===== src/rtl/divider_core.sv =====
// rtl/divider_core.sv - sequential restoring unsigned divider, one quotient bit per clock
//
// Purpose:
//   Accepts a start request in IDLE, captures dividend/divisor and runs WIDTH
//   restoring-division steps. Then it publishes quotient/remainder with a
//   one-cycle done pulse. It waits for start to drop before it re-arms.
//
// Ports:
//   clk        in   1      rising-edge clock
//   rst        in   1      synchronous active-high reset
//   start_sig  in   1      level request, sampled only in IDLE
//   dividend   in   WIDTH  unsigned dividend, captured on the accepting edge
//   divisor    in   WIDTH  unsigned divisor, captured on the accepting edge
//   done_sig   out  1      registered one-cycle completion pulse
//   quotient   out  WIDTH  last completed quotient (all ones on divide by zero)
//   remainder  out  WIDTH  last completed remainder (dividend on divide by zero)

module divider_core #(
  parameter int WIDTH = 8
) (
  input  logic             clk,
  input  logic             rst,
  input  logic             start_sig,
  input  logic [WIDTH-1:0] dividend,
  input  logic [WIDTH-1:0] divisor,
  output logic             done_sig,
  output logic [WIDTH-1:0] quotient,
  output logic [WIDTH-1:0] remainder
);

  localparam int CW = $clog2(WIDTH) + 1;
  localparam logic [CW-1:0] LAST_STEP = CW'(WIDTH - 1);

  typedef enum logic [1:0] {
    S_IDLE,
    S_CALC,
    S_DONE,
    S_WAIT
  } state_t;

  state_t state, state_next;

  // The settled partial remainder is always below 2^WIDTH. A divide by zero
  // also stays within it, because the remainder never exceeds the dividend.
  // The extra (WIDTH+1)th bit is therefore needed only in the shifted trial value.
  logic [WIDTH-1:0] rem_reg;
  logic [WIDTH-1:0] dvd_reg;   // dividend shifts out the top, quotient bits shift in
  logic [WIDTH-1:0] dvs_reg;
  logic [CW-1:0]    step_cnt;

  logic [WIDTH:0]   trial;
  logic [WIDTH:0]   trial_diff;
  logic             trial_ge;
  logic [WIDTH:0]   rem_next;
  logic [WIDTH-1:0] dvd_next;
  logic             last_step;

  always_comb begin
    trial      = {rem_reg, dvd_reg[WIDTH-1]};
    trial_ge   = (trial >= {1'b0, dvs_reg});
    trial_diff = trial - {1'b0, dvs_reg};
    rem_next   = trial_ge ? trial_diff : trial;
    dvd_next   = {dvd_reg[WIDTH-2:0], trial_ge};
    last_step  = (step_cnt == LAST_STEP);
  end

  always_ff @(posedge clk) begin
    if (rst) begin
      state <= S_IDLE;
    end else begin
      state <= state_next;
    end
  end

  always_comb begin
    state_next = state;
    case (state)
      S_IDLE: if (start_sig)  state_next = S_CALC;
      S_CALC: if (last_step)  state_next = S_DONE;
      S_DONE:                 state_next = S_WAIT;
      S_WAIT: if (!start_sig) state_next = S_IDLE;
      default:                state_next = S_IDLE;
    endcase
  end

  always_ff @(posedge clk) begin
    if (rst) begin
      rem_reg   <= '0;
      dvd_reg   <= '0;
      dvs_reg   <= '0;
      step_cnt  <= '0;
      done_sig  <= 1'b0;
      quotient  <= '0;
      remainder <= '0;
    end else begin
      done_sig <= 1'b0;
      case (state)
        S_IDLE: begin
          if (start_sig) begin
            rem_reg  <= '0;
            dvd_reg  <= dividend;
            dvs_reg  <= divisor;
            step_cnt <= '0;
          end
        end
        S_CALC: begin
          rem_reg  <= rem_next[WIDTH-1:0];
          dvd_reg  <= dvd_next;
          step_cnt <= step_cnt + 1'b1;
          // Results are published on the same edge as the final step,
          // so done appears WIDTH cycles after the accepting edge.
          if (last_step) begin
            quotient  <= dvd_next;
            remainder <= rem_next[WIDTH-1:0];
            done_sig  <= 1'b1;
          end
        end
        default: ;
      endcase
    end
  end

endmodule


===== config.mk =====
export PLATFORM = sky130hd
export DESIGN_NAME = divider_core
export DESIGN_NICKNAME = d
export VERILOG_FILES = /design/src/rtl/divider_core.sv
export SDC_FILE = /design/constraint.sdc
export NUM_CORES = 1
export LEC_CHECK = 0
export CORE_MARGIN = 2
export CORE_UTILIZATION = 40
export CTS_BUF_LIST = sky130_fd_sc_hd__clkbuf_8
export CTS_CLUSTER_DIAMETER = 200
export DETAILED_ROUTE_END_ITERATION = 6
export SYNTH_ARGS = -nofsm -noshare
export SYNTH_HDL_FRONTEND = slang
export SYNTH_SLANG_ARGS = --single-unit

===== constraint.sdc =====
create_clock -name clk -period 5.65 [get_ports clk]
set_input_delay 0.8475 -clock clk [delete_from_list [all_inputs] [get_ports clk]]
set_output_delay 0.8475 -clock clk [all_outputs]
set_load 0.1 [all_outputs]

==> run metrics <==
Post-Synthesis Cells=296; Syn Std Cell Area=between 2000 and 2500 um2; Crit. End Element=output pin; Sink Count=47; Post-DRT Antenna Nets=0; DR vias/cell=about 5.3; Logic pwr share=0.500; drt first pass iters=4; Max FO, Critical Path=2; fin crit share=0.468; status=finished clean; largest net degree at the start of global routing=46; gr ovfl total=0; CTS Buf Count=5; delay-heaviest family, CP=buffers and inverters; die area=a little under 7000 um2; final setup fails=0; CP endpoint=remainder[2]; Starting DRT DRC Count=82; Netlist cell types=44; initial antenna violation count=0; row cnt=28; Ys Warns=0; area delta synth->final=18.9%; Hold WC Path Type=flop to flop; nets@finish=356; Tmin final=around 2.6 ns; Die W=about 82 um; Seq cells post-synth=47; vias in the first global route=roughly 2000; CP startpoint kind=flop; RSZ-0062 raised after global routing=no; Core Region=about 6000 um2; WP depth=1; Critical R2R Capture=remainder[0]; critical path, cell by cell=clkdlybuf4s50_1; slowest CP cell=clkdlybuf4s50_1; DR vias=approximately 2100; worst r2r path cells=7; Max-slew headroom=0.339; register area share after synthesis=0.387; worst flop-to-flop path startpoint=dvs_reg[2]; Seq pwr share=0.335; hold_buf cts=0; Pleak=1.08 nW; Fmax=378 MHz; PwrDens=around 450 nW/um2; first-pass GRT wire length=between 9 and 10 mm; largest buffer count on any clock path=2; flop2flop setup slack=3.20 ns; dpl hpwl=3.87 mm; WL/cell=approximately 13 um; Mapped Avg Cell Area=approximately 8.2 um2; layout cells sized above 1=0.0525; max-slew violation count=0; setup bufs post-CTS=0; switching pwr=557 uW; I/O pins=36; CP peak stage delay=between 1 and 1.5 ns; gpl congestion=between 0.8 and 0.9; GRT Total Usage=0.176; Detailed Route WL=between 5 and 6 mm; Final Hold Fails=0; Die Y=a little over 80 um; residual DRC count=0; Gates resized, CTS repair=0; Initial Util=0.413; WP buf/inv=1; Critical Path AT=approximately 1.8 ns; Net Sw Frac=0.425; IO buf count=35; Internal Power=around 760 uW; WP data required=4.80 ns; WS Path Type=flop to output pin; DP Cell Count=391; Clock Skew=0.00737 ns; # diodes=0; fin cells=~400; Critical Path Start=remainder[2]; Fin Setup TNS=0 ns; H-tree depth=2; Clk Latency, worst-skew pair=about 0.30 ns; worst slew pin tran=roughly 0.99 ns; net count after synthesis=329; clock tree from TritonCTS=done; clock network power share=0.165; maxcap violations=0; Root Buffer=clkbuf_8; Max VDD drop=0.166 mV; clk slew on worst S/H paths=0.09 ns
## metrics by stage
step	worst slack [ns]	power [mW]	utilization	area, um2	hold WS (ns)
3_5_place_dp	2.97	1.11	0.476	2800	0.448
3_3_place_gp	3.04	1.10	0.476	2800	0.444
6_report	3.01	1.31	0.492	2890	0.457
5_1_grt	2.95	1.43	0.492	2890	0.485
2_1_floorplan	3.80	0.989	-	2430	0.436
4_1_cts	2.99	1.32	0.492	2890	0.461
## cells in the final DEF (no fill, tap or decap), types with 2 or more instances in the layout
master,synthesis,routed
a211oi_1,15,15
a211oi_2,2,2
a21oi_1,22,22
a22oi_1,3,3
and2_1,4,4
and3_1,2,2
buf_4,0,2
clkbuf_8,0,6
clkdlybuf4s50_1,0,35
dfxtp_1,47,47
ha_1,13,13
inv_1,14,15
mux2i_1,14,14
nand2_1,49,49
nand2b_1,2,2
nand3_1,4,4
nand3b_1,2,2
nand4_1,3,3
nor2_1,35,35
nor2b_1,3,3
nor3b_1,3,2
o211ai_1,2,2
o21a_1,3,3
o21ai_0,14,14
o21ai_1,2,2
o31ai_1,2,2
or3_1,2,2
## power groups by stage
stage / combinational, mW / sequential, mW / clock, mW
floorplan: 0.555 / 0.434 / 0
global placement: 0.654 / 0.447 / 0
detailed placement: 0.661 / 0.447 / 0
CTS: 0.660 / 0.440 / 0.223
global route: 0.742 / 0.450 / 0.234
finish: 0.657 / 0.440 / 0.216
## worst min-delay path by stage
stage | from | slack, ns | endpoint | depth (start not counted)
finish | quotient[7] | 0.46 | quotient[7] | 2
global route | dvs_reg[3] | 0.48 | dvs_reg[3] | 2
CTS | quotient[7] | 0.46 | quotient[7] | 2
detailed placement | quotient[7] | 0.45 | quotient[7] | 2
global placement | quotient[7] | 0.44 | quotient[7] | 2
floorplan | dvs_reg[1] | 0.44 | dvs_reg[1] | 2
## cells by family after synthesis
kind of cell	after synthesis	synth area share
fa+ha+maj	14	0.0751
buf+inv	32	0.0648
flops	47	0.387
simple gates	111	0.200
compound gates	76	0.208
xor+xnor	1	0.00360
mux	15	0.0622
## layout make-up
class | count | area [um2]
inverters | 15 | 58.8
clock buffers | 6 | 82.6
flip-flops and latches | 47 | 941
repair buffers | 37 | 365
well taps | 75 | 93.8
fillers | 601 | 2990
multi-input cells | 217 | 1340
clock inverters | 2 | 12.5
## routing by layer
layer,share of wire,global-route usage,vias up,wire (um)
li1,-,-,1083,-
met1,0.50,0.229,968,2690
met2,0.44,0.291,41,2360
met3,0.041,0.0451,6,218
met4,0.011,0.0450,0,60
met5,0,0,-,0
## cells in the mapped netlist, drive strengths merged
cell	instances	area share
nand2	49	0.076
dfxtp	47	0.39
nor2	35	0.054
a21oi	23	0.049
a211oi	17	0.057
o21ai	16	0.033
inv	15	0.024
mux2i	14	0.058
ha	13	0.067
clkbuf	9	0.014
buf	8	0.027
and2	4	0.010
nand3	4	0.0082
a22oi	3	0.0093
nand4	3	0.0077
nor2b	3	0.0077
nor3b	3	0.0093
o21a	3	0.0093
a311oi	2	0.0098
and3	2	0.0051
nand2b	2	0.0051
nand3b	2	0.0062
o211ai	2	0.0062
o31ai	2	0.0062
or3	2	0.0051
a211o	1	0.0036
a31o	1	0.0036
a31oi	1	0.0026
a32oi	1	0.0036
a41o	1	0.0041
fa	1	0.0082
mux2	1	0.0046
nand4b	1	0.0036
nor3	1	0.0021
o2111ai	1	0.0036
o211a	1	0.0041
o311ai	1	0.0036
xor2	1	0.0036
Power figures use the tool's default switching activity.
